$ cat config.mk
export PLATFORM = sky130hd
export DESIGN_NAME = batrider_snd_bridge
export DESIGN_NICKNAME = d
export VERILOG_FILES = /design/src/rtl/batrider_snd_bridge.sv
export SDC_FILE = /design/constraint.sdc
export NUM_CORES = 1
export LEC_CHECK = 0
export BUFFER_PORTS_ARGS = -buffer_cell sky130_fd_sc_hd__buf_4
export CORE_AREA = 2 2 85 71
export CTS_BUF_LIST = sky130_fd_sc_hd__clkbuf_16
export DETAILED_ROUTE_END_ITERATION = 10
export DIE_AREA = 0 0 87 73
export HOLD_SLACK_MARGIN = 0.15
export PLACE_DENSITY = 0.75
export REMOVE_ABC_BUFFERS = 1
export SLEW_MARGIN = 20
export SYNTH_ARGS = -nofsm -noshare
export SYNTH_HDL_FRONTEND = slang
export SYNTH_SLANG_ARGS = --single-unit
export TNS_END_PERCENT = 20
$ cat constraint.sdc
create_clock -name CLK96 -period 2.2 [get_ports CLK96]
set_clock_uncertainty 0.15 [all_clocks]
set_input_delay 0.66 -clock CLK96 [delete_from_list [all_inputs] [get_ports CLK96]]
set_output_delay 0.66 -clock CLK96 [all_outputs]
set_load 0.05 [all_outputs]
$ cat src/rtl/batrider_snd_bridge.sv
// -----------------------------------------------------------------------------
// batrider_snd_bridge
// 68000-side endpoint of the main-CPU / Z80 sound mailbox (CLK96 domain).
//   - Writes to offsets 0/1 load SOUNDLATCH/SOUNDLATCH2 and emit a CS pulse
//     that raises the Z80 NMI. DTACK is stalled while the sound side holds
//     WAIT, up to TIMEOUT cycles.
//   - Reads return SOUNDLATCH3/4, a status byte, or 8'hFF.
//   - A synchronised rising edge of SNDIRQ latches a level-4 interrupt.
//
// Ports
//   CLK96        in   system clock
//   RESET96_N    in   asynchronous active-low reset
//   SND_SEL      in   decoded access to the sound window (whole bus cycle)
//   CPU_A[1:0]   in   word offset (68k A[2:1])
//   CPU_RW       in   1 = read
//   CPU_LDS_N    in   lower data strobe, active low
//   CPU_DIN[7:0] in   write data
//   CPU_DOUT     out  read data, captured at access start
//   DTACK_N      out  bus acknowledge, active low
//   IRQ4_N       out  level-4 interrupt request, active low
//   IACK         in   level-4 interrupt acknowledge strobe
//   SOUNDLATCH   out  command byte to the sound block
//   SOUNDLATCH2  out  second command byte to the sound block
//   CS           out  NMI-trigger pulse to the sound block
//   WAIT         in   sound side busy (NMI not yet cleared)
//   SNDIRQ       in   interrupt level from the Z80 side
//   SOUNDLATCH3  in   reply byte from the sound block
//   SOUNDLATCH4  in   second reply byte from the sound block
// -----------------------------------------------------------------------------
module batrider_snd_bridge #(
   parameter int CS_W    = 2,
   parameter int MIN_GAP = 4,
   parameter int TIMEOUT = 4096,
   parameter int STALL   = 1
) (
   input  logic       CLK96,
   input  logic       RESET96_N,
   input  logic       SND_SEL,
   input  logic [1:0] CPU_A,
   input  logic       CPU_RW,
   input  logic       CPU_LDS_N,
   input  logic [7:0] CPU_DIN,
   output logic [7:0] CPU_DOUT,
   output logic       DTACK_N,
   output logic       IRQ4_N,
   input  logic       IACK,
   output logic [7:0] SOUNDLATCH,
   output logic [7:0] SOUNDLATCH2,
   output logic       CS,
   input  logic       WAIT,
   input  logic       SNDIRQ,
   input  logic [7:0] SOUNDLATCH3,
   input  logic [7:0] SOUNDLATCH4
);

   localparam int CNT_W   = $clog2(CS_W + MIN_GAP + 1);
   localparam int STALL_W = $clog2(TIMEOUT + 1);

   localparam logic [CNT_W-1:0]   LP_CS_END  = CNT_W'(CS_W);
   localparam logic [CNT_W-1:0]   LP_GAP_END = CNT_W'(MIN_GAP - 1);
   localparam logic [STALL_W-1:0] LP_TMO     = STALL_W'(TIMEOUT);

   typedef enum logic [2:0] {S_IDLE, S_PULSE, S_GAP, S_HOLD, S_ACK} t_state;

   t_state             r_state;
   t_state             w_state_nx;
   logic [CNT_W-1:0]   r_cnt;
   logic [STALL_W-1:0] r_stall;
   logic               r_acc_d;
   logic               r_abort;
   logic               r_cs;
   logic               r_dtack_n;
   logic [7:0]         r_dout;
   logic [7:0]         r_latch0;
   logic [7:0]         r_latch1;
   logic               r_irq_pend;
   logic               r_tmo_flag;
   logic [2:0]         r_sirq_sync;

   logic               w_acc;
   logic               w_start;
   logic               w_sirq_rise;
   logic [7:0]         w_rd_data;
   logic               w_lat0_we;
   logic               w_lat1_we;
   logic               w_cnt_clr;
   logic               w_stall_clr;
   logic               w_clr_flags;
   logic               w_tmo_set;
   logic               w_dtack_n_nx;

   assign w_acc       = SND_SEL & ~CPU_LDS_N;
   assign w_start     = w_acc & ~r_acc_d;
   assign w_sirq_rise = r_sirq_sync[1] & ~r_sirq_sync[2];

   always_comb begin
      case (CPU_A)
         2'd0:    w_rd_data = SOUNDLATCH3;
         2'd1:    w_rd_data = SOUNDLATCH4;
         2'd2:    w_rd_data = {WAIT, r_tmo_flag, 5'b0, r_irq_pend};
         default: w_rd_data = 8'hFF;
      endcase
   end

   always_ff @(posedge CLK96 or negedge RESET96_N) begin
      if (!RESET96_N) r_state <= S_IDLE;
      else            r_state <= w_state_nx;
   end

   // Next state plus single-cycle strobes. DTACK is asserted on the edge that
   // leaves GAP/HOLD so a latch write acks CS_W+MIN_GAP+2 cycles after the
   // access edge; reads pass through ACK once before DTACK drops.
   always_comb begin
      w_state_nx   = r_state;
      w_lat0_we    = 1'b0;
      w_lat1_we    = 1'b0;
      w_cnt_clr    = 1'b0;
      w_stall_clr  = 1'b0;
      w_clr_flags  = 1'b0;
      w_tmo_set    = 1'b0;
      w_dtack_n_nx = 1'b1;
      case (r_state)
         S_IDLE: begin
            if (w_start) begin
               if (!CPU_RW && !CPU_A[1]) begin
                  w_lat0_we   = ~CPU_A[0];
                  w_lat1_we   = CPU_A[0];
                  w_cnt_clr   = 1'b1;
                  w_stall_clr = 1'b1;
                  w_state_nx  = S_PULSE;
               end else begin
                  w_clr_flags = ~CPU_RW & (CPU_A == 2'd3);
                  w_state_nx  = S_ACK;
               end
            end
         end
         S_PULSE: begin
            // The CS pulse always runs to completion, even on an aborted cycle.
            if (r_cnt == LP_CS_END) begin
               w_cnt_clr  = 1'b1;
               w_state_nx = (r_abort || !SND_SEL) ? S_IDLE : S_GAP;
            end
         end
         S_GAP: begin
            if (!SND_SEL) begin
               w_state_nx = S_IDLE;
            end else if (r_cnt == LP_GAP_END) begin
               if ((STALL == 0) || !WAIT) begin
                  w_dtack_n_nx = 1'b0;
                  w_state_nx   = S_ACK;
               end else begin
                  w_state_nx   = S_HOLD;
               end
            end
         end
         S_HOLD: begin
            if (!SND_SEL) begin
               w_state_nx = S_IDLE;
            end else if (!WAIT) begin
               w_dtack_n_nx = 1'b0;
               w_state_nx   = S_ACK;
            end else if (r_stall >= LP_TMO) begin
               w_tmo_set    = 1'b1;
               w_dtack_n_nx = 1'b0;
               w_state_nx   = S_ACK;
            end
         end
         S_ACK: begin
            if (SND_SEL) w_dtack_n_nx = 1'b0;
            else         w_state_nx   = S_IDLE;
         end
         default: w_state_nx = S_IDLE;
      endcase
   end

   always_ff @(posedge CLK96 or negedge RESET96_N) begin
      if (!RESET96_N) begin
         r_acc_d     <= 1'b0;
         r_abort     <= 1'b0;
         r_cs        <= 1'b0;
         r_dtack_n   <= 1'b1;
         r_cnt       <= '0;
         r_stall     <= '0;
         r_dout      <= 8'h00;
         r_latch0    <= 8'h00;
         r_latch1    <= 8'h00;
         r_irq_pend  <= 1'b0;
         r_tmo_flag  <= 1'b0;
         r_sirq_sync <= 3'b000;
      end else begin
         r_acc_d     <= w_acc;
         r_dtack_n   <= w_dtack_n_nx;
         r_sirq_sync <= {r_sirq_sync[1:0], SNDIRQ};
         // CS rises one cycle after the latch loads, so data is stable on the edge.
         r_cs        <= (r_state == S_PULSE) && (r_cnt != LP_CS_END);
         r_abort     <= (r_state == S_PULSE) ? (r_abort | ~SND_SEL) : 1'b0;

         if (w_cnt_clr)
            r_cnt <= '0;
         else if (((r_state == S_PULSE) || (r_state == S_GAP)) && (r_cnt != '1))
            r_cnt <= r_cnt + CNT_W'(1);

         // Stall counter starts counting on the CS rising edge and saturates.
         if (w_stall_clr)
            r_stall <= '0;
         else if (((r_state == S_PULSE) || (r_state == S_GAP) || (r_state == S_HOLD))
                  && (r_stall != '1))
            r_stall <= r_stall + STALL_W'(1);

         if (r_state == S_IDLE && w_start) r_dout <= w_rd_data;
         if (w_lat0_we) r_latch0 <= CPU_DIN;
         if (w_lat1_we) r_latch1 <= CPU_DIN;

         // A new SNDIRQ edge outranks a clear arriving in the same cycle.
         if (w_sirq_rise)               r_irq_pend <= 1'b1;
         else if (IACK || w_clr_flags)  r_irq_pend <= 1'b0;

         if (w_tmo_set)        r_tmo_flag <= 1'b1;
         else if (w_clr_flags) r_tmo_flag <= 1'b0;
      end
   end

   assign CPU_DOUT    = r_dout;
   assign DTACK_N     = r_dtack_n;
   assign IRQ4_N      = ~r_irq_pend;
   assign SOUNDLATCH  = r_latch0;
   assign SOUNDLATCH2 = r_latch1;
   assign CS          = r_cs;

endmodule

### Yosys cells after proc, flatten, opt, wreduce, memory -nomap -nowiden

Index checks and enable logic that the tools add are counted.

| storage, ports and cells | value |
|---|---|
| register bits | 52 |
| bits in latches | 0 |
| RAM bits | 0 |
| ROM bits | 0 |
| output and inout port bits | 27 |
| memories | 0 |

| cells by class | value |
|---|---|
| add/subtract/negate cells | 2 |
| $mul | 0 |
| divide/modulo/power cells | 0 |
| magnitude comparators | 1 |
| equal/unequal tests | 17 |
| shift-type cells | 0 |
| muxes and demuxes | 48 |
| bitwise logic cells | 12 |
| reduce and logical (&&, ||, !) cells | 19 |

Operators with widths:

| cell | number |
|---|---|
| 3-bit 2-to-1 mux | 12 |
| 1-bit 2-to-1 mux | 29 |
| 13-bit 2-to-1 mux | 2 |
| 8-bit case mux with 3 select lines | 1 |
| 3-bit case mux with 5 select lines | 1 |
| 13-bit by 1-bit adder with 13-bit output (second input constant) | 1 |
| 13-bit greater-or-equal comparator (second input constant) | 1 |
| 13-bit != test (second input constant) | 1 |
| 3-bit by 2-bit equality test with 1-bit output (second input constant) | 4 |
| 2-bit nonzero test | 4 |
| 1-bit inverter | 7 |
| 2-bit != test (second input constant) | 3 |
| 3-bit != test (second input constant) | 2 |
| 1-bit logical AND | 5 |
| 5-bit AND reduction | 1 |
| 1-bit bitwise AND | 4 |
| 2-bit equality test (second input constant) | 2 |
| 1-bit logical OR | 4 |
| 4-bit != test (second input constant) | 1 |
| 3-bit by 1-bit adder with 3-bit output (second input constant) | 1 |
| 3-bit by 1-bit equality test with 1-bit output (second input constant) | 1 |
| 3-bit equality test (second input constant) | 1 |
| 1-bit logical NOT | 3 |
| 3-bit logical NOT | 1 |
| 7 further kinds | 7 |

### Depth between registers and ports, before layout

| logic depth | value |
|---|---|
| word-level depth | 8 |
| mapped depth | 6 |
| mapped depth without buffers | 6 |

### Worst setup path before layout

OpenSTA, ideal clock, no wires.

| timing path | value |
|---|---|
| path kind | input -> register |
| from | input port CPU_LDS_N |
| to | register r_latch1[0], in the netlist SOUNDLATCH2[0] |
| arrival time | 1.909 ns |
| setup slack | 0.016 ns |
| cell stages on the path | 4 |
| buffers on the path | 0 |
| cell sequence | nor4b_4 nand2_4 nor4b_4 mux2_2 |

| on the way | value |
|---|---|
| cells in the longest elaborated chain, start to end | 5 |

RTL lines:

| item | line | source |
|---|---|---|
| from (decl) | 41 | `input logic CPU_LDS_N,` |
| 1-bit inverter | 92 | `assign w_acc = SND_SEL & ~CPU_LDS_N;` |
| 1-bit bitwise AND | 92 |  |
| 1-bit bitwise AND | 93 | `assign w_start = w_acc & ~r_acc_d;` |
| 1-bit 2-to-1 mux | 124 | `if (w_start) begin` |
| 1-bit 2-to-1 mux | 122 | `case (r_state)` |
| to (signal assigned) | 186 | `r_latch1 <= 8'h00;` |
| to (signal assigned) | 212 | `if (w_lat1_we) r_latch1 <= CPU_DIN;` |
| to (decl) | 75 | `logic [7:0] r_latch1;` |

Every way passes these cells.
A chain may end at the register's enable or synchronous reset.

### Worst setup path in the final report

| timing path | value |
|---|---|
| from | register r_cnt[1] |
| to | register r_state[0] |

| on the way | value |
|---|---|
| cells in the longest elaborated chain, start to end | 3 |
| elaborated cells between the ends (all ways) | 5 |

RTL lines:

| item | line | source |
|---|---|---|
| from (decl) | 67 | `logic [CNT_W-1:0] r_cnt;` |
| from (signal assigned) | 201 | `r_cnt <= r_cnt + CNT_W'(1);` |
| 3-bit by 2-bit equality test with 1-bit output (on tied branches) | 147, 139 |  |
| 3-bit != test (no source line) / 2-bit != test (equally long branches) | - |  |
| 5-bit AND reduction (no source line) * | - |  |
| to (signal assigned) | 107 | `else r_state <= w_state_nx;` |
| to (decl) | 65 | `t_state r_state;` |

Mark *: on every way between the ends. The rest lies on a longest branch, timed or not.

==> flow_summary_export.csv <==
group,metric,value,unit
clocking,clkTransAtPathRegs,0.07,ns
finish,postLayoutCellArea,3370,µm²
routing,num_vias,2047,
sta,clock.fmax,0.466,GHz
clocking,cts_buffer_depth,2,
global_routing,overflow,0,
placement,pre_cts_ws,-0.0908,ns
synth,yosysWarningCount,0,
flow_run,cap_violations,0,
routing,vias_per_cell,5.39,
synth,seq_area_frac_synth,50.6,%
clocking,cts_buffers,5,
synth,syn_area_per_cell,10.8,µm²
sta,finalCritPeriodShare,97.5,%
synth,async_flop_share,100,%
finish,final_cell_mix,"buf_4, dfrtp_1, nand2_1, mux2_2, nand3_1",
finish,antenna_cells,0,
floorplanning,initial_utilization,46.0,%
routing,drt_wl_total,5.46,mm
synth,synth_cells,238,
floorplanning,design.die.area,6350,µm²
sta,setup_ws,0.0552,ns
clocking,cts.sink_count,52,
clocking,clk_latency,0.29,ns
critical_path,cp_max_fo,3,
routing,drt.antenna.violating_nets,0,
sta,layout_min_cycle_time,2.14,ns
power,ir_worst_vdd,0.751,mV
synth,synthFlopType,"dfrtp_1",
sta,rsz0062_at_grt,"false",
routing,drc_errors,0,
placement,dpl_cell_area,3190,µm²
finish,num-nets-final,351,
critical_path,critical_path_arrival,2.17,ns
placement,io_buffers,60,
power,leakage,1.66,nW
routing,first_pass_iters,4,
global_routing,grt_pass1_wl,8.72,mm
finish,final_common_cell,"buf_4",
finish,final_util,60.2,%
placement,hpwlAfterDp,3.93,mm
global_routing,antenna_found_initial,0,
clocking,cts_tree,"yes",
finish,layout-drive-gt1-share,37.4,%
sta,tightest_slew,0.642,ns
sta,relSlewSlack,57.2,%
placement,place_congestion,0.845,
global_routing,grt_pass1_vias,1944,
global_routing,grt_max_degree,53,
critical_path,crit_type,"flip-flop to flip-flop",
sta,hold_viol_final,0,
global_routing,groute.usage.overall,17.3,%
floorplanning,coreArea,5600,µm²
floorplanning,row_count,25,
routing,first_iter_violations,103,
critical_path,r2r_slack,0.06,ns
floorplanning,die_h,73,µm
min_path,hp-class,"flip-flop to flip-flop",
routing,avgRoutedWirePerCell,14.4,µm
clocking,cts_root_buffer,"clkbuf_16",
critical_path,required,2.23,ns
critical_path,cp-start-kind,"flip-flop",
synth,synth_cell_types,46,
floorplanning,boundaryPins,61,
power,power_density,1420,nW/µm²
clocking,htreeDepth,2,
finish,area.growth.synth_to_final,30.9,%
synth,synth_edf_count,0,
synth,ys_ff_latch,52,
critical_path,end_kind,"flip-flop",
clocking,postCtsHoldBufs,0,
run_status,outcome,"finished clean",
floorplanning,die_width,87,µm
sta,slew_violations,0,
synth,synth_area,2570,µm²
sta,final-setup-viol-count,0,
-- final timing paths --
path / startpoint / to / depth (start not counted)
min in group asynchronous: RESET96_N / CS / 1
max reg2reg: r_cnt[1] / r_state[0] / 7
min: r_sirq_sync[0] / r_sirq_sync[1] / 0
max in group asynchronous: RESET96_N / r_stall[8] / 1
max: r_cnt[1] / r_state[0] / 7
min reg2reg: r_sirq_sync[0] / r_sirq_sync[1] / 0
-- kinds of logic after synthesis --
kind of cell	Yosys count	share of synthesized area, %
AOI/OAI and AO/OA	44	11.3
xor gates and xnor gates	3	1.02
adders and majority gates	5	2.43
buffers and inverters	16	2.48
DFF	52	50.6
muxes	24	10.4
and+or+nand+nor	94	21.8
-- metal layers --
metal	part of all wire, %	vias up	track usage [%]
met3	5.4	4	4.30
met5	0	-	0
met2	47	54	28.5
li1	-	1014	-
met1	47	975	23.2
met4	0.68	0	4.17
-- cells in the mapped netlist, types with 2 or more instances --
master	n	area, µm²
nand3_1	18	90.1
nor2_1	7	26.3
or2_2	2	12.5
mux2i_1	3	30.0
and4_1	3	26.3
nor3b_1	4	30.0
or3b_2	2	17.5
and3_1	4	25.0
o22ai_1	4	25.0
nand4_1	3	18.8
or3_1	7	43.8
nor2b_1	4	25.0
nor3_1	5	25.0
o21ai_0	11	55.1
nor4b_4	2	47.6
o211ai_1	2	15.0
a21oi_1	10	50.1
ha_1	5	62.6
inv_1	6	22.5
a21o_1	5	37.5
xnor2_1	2	17.5
clkbuf_1	7	26.3
nand2b_1	3	18.8
dfrtp_1	51	1280
buf_2	3	15.0
mux2_2	21	236
nand2_1	24	90.1
a41o_1	2	20.0
-- flip-flops by register name (all words and copies together), names as in the netlist --
name and count:
r_stall 13, CPU_DOUT 8, SOUNDLATCH2 8, SOUNDLATCH 8
r_cnt 3, r_sirq_sync 3, r_state 3, CS 1
DTACK_N 1, r_abort 1, r_acc_d 1, r_irq_pend 1
r_tmo_flag 1
-- power by group --
group	leakage [nW]	internal, W	total (W)	switching (W)
registers	0.669	0.00133	0.00160	0.000274
logic	0.912	0.000871	0.00228	0.00141
clock network	0.0804	0.000541	0.000895	0.000354
-- worst max-delay path, stage by stage, from the launching register on --
cell and delay, ns:
dfrtp_1 0.40, ha_1 0.21, ha_1 0.21, or3b_2 0.46, a21oi_2 0.13, nor3_1 0.05, buf_4 0.16, mux2_2 0.26
-- layout make-up --
cell class	count	area [µm²]
Tap cell	67	83.8
Fill cell	469	2230
Clock inverter	3	46.3
Inverter	6	22.5
Timing Repair Buffer	77	578
Clock buffer	5	125
Sequential cell	52	1300
Multi-Input combinational cell	170	1210
-- metrics by stage --
step           hold slack, ns  total power, W  std cells  TNS, ns
2_1_floorplan           0.181         0.00309        228   -0.261
3_3_place_gp            0.183         0.00382        371   -0.578
3_5_place_dp            0.185         0.00388        371   -0.920
4_1_cts                 0.201         0.00479        379        0
5_1_grt                 0.225         0.00504        380        0
6_report                0.200         0.00478        380        0
-- what timing repair did --
action / in CTS / in global routing
endpoints found under the setup margin: 0 / 3
endpoints found under the hold margin: 0 / 0
buffers inserted: 0 / 1
resized for setup: 0 / 1
No activity file was read; power rests on OpenSTA's default activity.
